$ cat src/rtl/pc_fetch_unit_pkg.sv
`default_nettype none
// +--------------------------------------------------------------------------+
// | pc_pkg : shared state encoding and default vectors for pc_fetch_unit     |
// | Revision: 1.0                                                            |
// +--------------------------------------------------------------------------+
package pc_pkg;

   typedef enum logic [1:0] {
      BOOT       = 2'd0,
      RUN        = 2'd1,
      WAIT       = 2'd2,
      WAIT_REDIR = 2'd3
   } pc_state_t;

   localparam int unsigned c_XLEN         = 32;
   localparam logic [31:0] c_RESET_VECTOR = 32'h0000_0000;
   localparam logic [31:0] c_TRAP_VECTOR  = 32'h0000_0100;

endpackage
`default_nettype wire

$ cat src/rtl/pc_fetch_unit_redirect_buf.sv
`default_nettype none
// +--------------------------------------------------------------------------+
// | pc_redirect_buf : one-entry pending redirect target (load overwrites)    |
// | Revision: 1.0                                                            |
// +--------------------------------------------------------------------------+
module pc_redirect_buf
   import pc_pkg::*;
#(
   parameter int unsigned XLEN = c_XLEN
) (
   input  logic            clk,
   input  logic            reset,
   input  logic            load,
   input  logic            clear,
   input  logic [XLEN-1:0] target,
   output logic            pend_valid,
   output logic [XLEN-1:0] pend_target
);

   logic            r_valid;
   logic [XLEN-1:0] r_target;

   // Clear wins over load so a trap in the same cycle discards the new target.
   always_ff @(posedge clk) begin
      if (reset || clear) begin
         r_valid  <= 1'b0;
         r_target <= '0;
      end else if (load) begin
         r_valid  <= 1'b1;
         r_target <= target;
      end
   end

   assign pend_valid  = r_valid;
   assign pend_target = r_target;

endmodule
`default_nettype wire

$ cat src/rtl/pc_fetch_unit.sv
`default_nettype none
// +--------------------------------------------------------------------------+
// | pc_fetch_unit : program counter with valid/ready fetch and redirect buf  |
// | Optional macro PC_MISALIGN_TRAP_EN traps misaligned redirects. Rev 1.0   |
// +--------------------------------------------------------------------------+
module pc_fetch_unit
   import pc_pkg::*;
#(
   parameter int unsigned      XLEN         = c_XLEN,
   parameter logic [XLEN-1:0]  RESET_VECTOR = c_RESET_VECTOR,
   parameter logic [XLEN-1:0]  TRAP_VECTOR  = c_TRAP_VECTOR,
   parameter int unsigned      INSTR_BYTES  = 4
) (
   input  logic            clk,
   input  logic            reset,
   input  logic            stall,
   input  logic            redirect_valid,
   input  logic [XLEN-1:0] redirect_target,
   input  logic            trap_valid,
   input  logic            fetch_ready,
   output logic            fetch_valid,
   output logic [XLEN-1:0] pc_out,
   output logic [XLEN-1:0] pc_next_seq,
   output logic            misalign_fault
);

   localparam logic [XLEN-1:0] c_INCR       = XLEN'(INSTR_BYTES);
   localparam logic [XLEN-1:0] c_ALIGN_MASK = XLEN'(INSTR_BYTES - 1);

   pc_state_t       r_state, w_state_nxt;
   logic [XLEN-1:0] r_pc, w_pc_nxt, w_pc_seq;
   logic            r_misalign, w_misalign_nxt;
   logic            w_fetch_valid, w_fire;
   logic            w_buf_load, w_buf_clear, w_pend_valid;
   logic [XLEN-1:0] w_pend_target, w_tgt;
   logic            w_tgt_bad;

`ifdef PC_MISALIGN_TRAP_EN
   assign w_tgt     = redirect_target;
   assign w_tgt_bad = |(redirect_target & c_ALIGN_MASK);
`else
   assign w_tgt     = redirect_target & ~c_ALIGN_MASK;
   assign w_tgt_bad = 1'b0;
`endif

   assign w_pc_seq = r_pc + c_INCR;
   assign w_fire   = w_fetch_valid && fetch_ready;

   always_comb begin
      case (r_state)
         BOOT:    w_fetch_valid = 1'b0;
         RUN:     w_fetch_valid = !stall;
         default: w_fetch_valid = 1'b1;
      endcase
   end

   always_comb begin
      w_state_nxt    = r_state;
      w_pc_nxt       = r_pc;
      w_misalign_nxt = 1'b0;
      w_buf_load     = 1'b0;
      w_buf_clear    = 1'b0;
      if (trap_valid) begin
         w_state_nxt = RUN;
         w_pc_nxt    = TRAP_VECTOR;
         w_buf_clear = 1'b1;
      end else if (redirect_valid && w_tgt_bad && (r_state != BOOT)) begin
         // A misaligned redirect behaves like a trap and is flagged.
         w_state_nxt    = RUN;
         w_pc_nxt       = TRAP_VECTOR;
         w_buf_clear    = 1'b1;
         w_misalign_nxt = 1'b1;
      end else begin
         case (r_state)
            BOOT: w_state_nxt = RUN;
            RUN: begin
               if (redirect_valid)     w_pc_nxt    = w_tgt;
               else if (w_fire)        w_pc_nxt    = w_pc_seq;
               else if (w_fetch_valid) w_state_nxt = WAIT;
            end
            WAIT, WAIT_REDIR: begin
               if (w_fire) begin
                  w_state_nxt = RUN;
                  w_buf_clear = 1'b1;
                  if (redirect_valid)    w_pc_nxt = w_tgt;
                  else if (w_pend_valid) w_pc_nxt = w_pend_target;
                  else                   w_pc_nxt = w_pc_seq;
               end else if (redirect_valid) begin
                  w_buf_load  = 1'b1;
                  w_state_nxt = WAIT_REDIR;
               end
            end
            default: w_state_nxt = BOOT;
         endcase
      end
   end

   always_ff @(posedge clk) begin
      if (reset) begin
         r_state    <= BOOT;
         r_pc       <= RESET_VECTOR;
         r_misalign <= 1'b0;
      end else begin
         r_state    <= w_state_nxt;
         r_pc       <= w_pc_nxt;
         r_misalign <= w_misalign_nxt;
      end
   end

   pc_redirect_buf #(
      .XLEN (XLEN)
   ) u_redirect_buf (
      .clk         (clk),
      .reset       (reset),
      .load        (w_buf_load),
      .clear       (w_buf_clear),
      .target      (w_tgt),
      .pend_valid  (w_pend_valid),
      .pend_target (w_pend_target)
   );

   assign fetch_valid    = w_fetch_valid;
   assign pc_out         = r_pc;
   assign pc_next_seq    = w_pc_seq;
   assign misalign_fault = r_misalign;

endmodule
`default_nettype wire

$ cat config.mk
export PLATFORM = sky130hd
export DESIGN_NAME = pc_fetch_unit
export DESIGN_NICKNAME = d
export VERILOG_FILES = /design/src/rtl/pc_fetch_unit_pkg.sv /design/src/rtl/pc_fetch_unit_redirect_buf.sv /design/src/rtl/pc_fetch_unit.sv
export SDC_FILE = /design/constraint.sdc
export NUM_CORES = 1
export LEC_CHECK = 0
export ABC_AREA = 1
export CORE_MARGIN = 2
export CORE_UTILIZATION = 38
export CTS_CLUSTER_DIAMETER = 50
export CTS_CLUSTER_SIZE = 40
export DETAILED_ROUTE_END_ITERATION = 10
export PLACE_DENSITY = 0.69
export SLEW_MARGIN = 20
export SYNTH_ARGS = -nofsm -noshare
export SYNTH_HDL_FRONTEND = slang
export SYNTH_SLANG_ARGS = --single-unit
$ cat constraint.sdc
create_clock -name clk -period 1.4 [get_ports clk]
set_input_delay 0.14 -clock clk [delete_from_list [all_inputs] [get_ports clk]]
set_output_delay 0.14 -clock clk [all_outputs]
set_load 0.01 [all_outputs]
==> run_results.csv <==
group,metric,value,unit
detailed_routing,drt_pre_antenna_iters,5,
detailed_routing,routed_wl,18100,um
worst_setup_path,crit_path_cell_trace,"nand2_1 > nor2_2 > nand2_1 > nor2_4 > buf_6 > nand2_2 > nand2_2 > nand2_2 > buf_6",
min_path,holdCritPathClass,"input pin to flip-flop",
synthesis,synth_cell_types,35,
grt,via_count_of_the_first_global_routing_pass,4903,
min_path,hold_end,"u_redirect_buf.pend_target[22]",
timing,fin_skew,10.8,ps
worst_setup_path,worstSetupStartpointType,"flip-flop",
placement,gpl.final_weighted_congestion,0.974,
synthesis,synth-async-reset-ratio,0,
pwr,net-switching-power,1470,uW
worst_setup_path,slowest_stage,"sky130_fd_sc_hd__dfxtp_2",
placement,preCtsSetupSlack,-475,ps
timing,rsz_0062_raised_after_global_routing,"true",
clock_network,cts.sink_count,65,
synthesis,number_of_flops_mapped_to_enable_cells_by_yosys,0,
synthesis,postSynthCellCount,636,
run,max-cap-violations,0,
floorplanning,die_h,106,um
detailed_routing,wl_per_cell,18.0,um
pwr,share_seq_of_total_power,0.386,
clock_network,cts_max_path_buffers,2,
placement,portBuffers,100,
pwr,clkPwrFrac,0.406,
floorplanning,core_region_area,10200,um2
floorplanning,row_count,37,
synthesis,ys_warn_count,0,
worst_setup_path,kind_of_end_point_of_the_critical_path,"output pin",
clock_network,cts.clk_slew.worst_paths,80,ps
detailed_routing,routed_via_density,5.35,
cells_and_area,num-nets-final,901,
worst_setup_path,kind_of_cell_adding_the_most_delay_to_the_critical_path,"simple AND/OR/NAND/NOR gates",
timing,max_freq,510,MHz
pwr,vdd.ir_drop.worst,392,uV
timing,fin_crit,1960,ps
min_path,number_of_cells_traversed_by_the_worst_hold_path,3,
clock_network,clock_tree_from_tritoncts,"done",
timing,timing.final.hold_violations,0,
cells_and_area,layout.cells.non_filler,1003,
cells_and_area,final_layout_size_suffix_gt1_frac,0.487,
worst_setup_path,cpMostUsedCell,"sky130_fd_sc_hd__nand2_2",
timing,fin_tns_setup,-21460,ps
clock_network,worst_skew_pair.late_latency,370,ps
detailed_routing,dr_total_vias,5366,
clock_network,clockRootBuffer,"sky130_fd_sc_hd__clkbuf_8",
worst_setup_path,start_of_the_worst_register_to_register_path,"pc_out[3]",
cells_and_area,fillers,725,
synthesis,synth_flop_cell,"sky130_fd_sc_hd__dfxtp_1",
grt,wire_length_of_the_first_global_routing_pass,23800,um
pwr,combinationalPowerShare,0.208,
pwr,sw_frac_of_total,0.293,
floorplanning,initial_utilization,0.388,
cells_and_area,commonest_non_fill_non_tap_cell_in_the_layout,"sky130_fd_sc_hd__nand2_1",
cells_and_area,final_cell_mix,"119 x sky130_fd_sc_hd__nand2_1, 93 x sky130_fd_sc_hd__buf_4, 63 x sky130_fd_sc_hd__nor2_1, 55 x sky130_fd_sc_hd__inv_1, 55 x sky130_fd_sc_hd__buf_6",
worst_setup_path,peak_fanout_along_the_critical_path,3,
floorplanning,io-pin-count,104,
synthesis,mappedNetlistNets,675,
worst_setup_path,slowest_delay,400,ps
synthesis,ys_ff_latch,65,
placement,dp_hpwl,10000,um
timing,timing.final.ws_setup,-562,ps
pwr,cell_internal_pwr,3540,uW
grt,grt_residual_overflow,0,
timing,number_of_slew_limit_violations_in_the_final_report,0,
cells_and_area,register_area,1360,um2
cells_and_area,combined_area_of_the_multi_input_logic_cells,3130,um2
cells_and_area,antenna_cells_inserted,0,
placement,numPlacedInstances,932,
synthesis,synth_area_per_cell,6.21,um2
floorplanning,die_area,11200,um2
clock_network,numCtsBuffers,9,
grt,total_routing_resource_utilization_after_global_routing,0.265,
worst_setup_path,worst-r2r-setup-slack,-470,ps
status,run_status,"finished with violations",
floorplanning,die_width,106,um
pwr,power.leakage,0.00345,uW
worst_setup_path,critical_path_class,"flip-flop to output pin",
detailed_routing,initialDrtViolationCount,440,
detailed_routing,detail_route.drc_violations,0,
status,violations_in_the_final_reports,"negative setup slack",
clock_network,htree_levels,3,
worst_setup_path,critPathArrivalTime,1820,ps
pwr,p_per_cell_area,665,nW/um2
timing,number_of_setup_violations_in_the_final_report,88,
worst_setup_path,critical_path_required,1260,ps
synthesis,synth.yosys.seq_area_share,0.330,
min_path,hold_path_startpoint,"redirect_target[22]",
worst_setup_path,timing.critical_path.buf_inv,2,
grt,antenna_found_initial,0,
cells_and_area,synthToLayoutAreaGrowth,90.6,%
timing,min_period_over_period,1.40,
synthesis,netlist_area,3950,um2
worst_setup_path,reg2reg_depth,13,
worst_setup_path,timing.rr.end,"pc_out[5]",
detailed_routing,detail-route-antenna-nets,0,
grt,grt_start_max_net_pins,28,
## what timing repair did
action	4_1_cts	5_1_grt
cloned	1	4
gates resized for setup	268	216
pin swaps	45	79
setup endpoints to repair	102	93
buffers inserted	40	20
hold buffers	0	0
## registers in the layout (all words and copies together) (netlist names)
signal                      flops
pc_out                         32
u_redirect_buf.pend_target     30
r_state                         2
u_redirect_buf.pend_valid       1
## worst min-delay path: stages
cell and delay, ps:
sky130_fd_sc_hd__clkdlybuf4s50_1 420, sky130_fd_sc_hd__nor2_1 110, sky130_fd_sc_hd__nor2_1 50
## worst max path at each step
stage,from,end,cells past startpoint
after floorplan,pc_out[2],pc_out[26],12
after global routing,pc_out[3],pc_next_seq[29],9
after CTS,pc_out[3],pc_next_seq[30],10
after global placement,pc_out[16],pc_next_seq[27],7
final,pc_out[12],pc_next_seq[24],9
after detailed placement,pc_out[2],pc_next_seq[12],7
## cell usage after synthesis, drive strengths merged, types with 5 or more instances
cell      n  area, um2
nand3b    7       52.6
o21ai    55        275
buf      17       98.9
dfxtp    65       1300
nand2   186        728
inv      66        248
a21oi    59        310
xor2      7       61.3
nor2    113        489
clkbuf   14       73.8
or2       5       31.3
o211ai    5       37.5
xnor2     7       61.3
nand3    18       95.1
## power by group through the flow
stage | Combinational (uW) | Clock [uW] | Sequential (uW)
2_1_floorplan | 328 | 0 | 1980
3_3_place_gp | 811 | 0 | 1960
3_5_place_dp | 820 | 0 | 1960
4_1_cts | 855 | 2000 | 1920
5_1_grt | 1100 | 2100 | 1930
6_report | 1040 | 2030 | 1930
## cell families after synthesis
| kind of cell | share of synthesized area |
|---|---|
| and+or+nand+nor | 0.364 |
| AOI/OAI and AO/OA | 0.165 |
| buffers and inverters | 0.106 |
| DFF | 0.330 |
| xor gates and xnor gates | 0.0311 |
| adders and majority gates | 0.00317 |
| other | 0.000950 |
## metal layers
| layer | global-route usage | wire (um) | vias to the layer above |
|---|---|---|---|
| met3 | 0.0503 | 1290 | 88 |
| met4 | 0.0883 | 793 | 0 |
| met2 | 0.469 | 9000 | 313 |
| met1 | 0.322 | 6970 | 2521 |
| met5 | 0 | 0 | - |
| li1 | - | - | 2444 |
## stage by stage
| step | utilization | area (um2) | power [uW] | hold WS, ps |
|---|---|---|---|---|
| after floorplan | - | 4010 | 2310 | 202 |
| after detailed placement | 0.569 | 5790 | 2780 | 444 |
| after global routing | 0.739 | 7520 | 5130 | 414 |
| final | 0.739 | 7520 | 5000 | 393 |
| after CTS | 0.649 | 6610 | 4770 | 388 |
| after global placement | 0.569 | 5790 | 2770 | 432 |
## area by class of cell
class	count	share of cell area
clock buffer	11	0.0216
clock inverter	5	0.0113
inverter	66	0.0351
multi-input combinational	474	0.416
sequential	65	0.180
tap	136	0.0226
timing repair buffer	246	0.313
No activity file was read; power rests on OpenSTA's default activity.
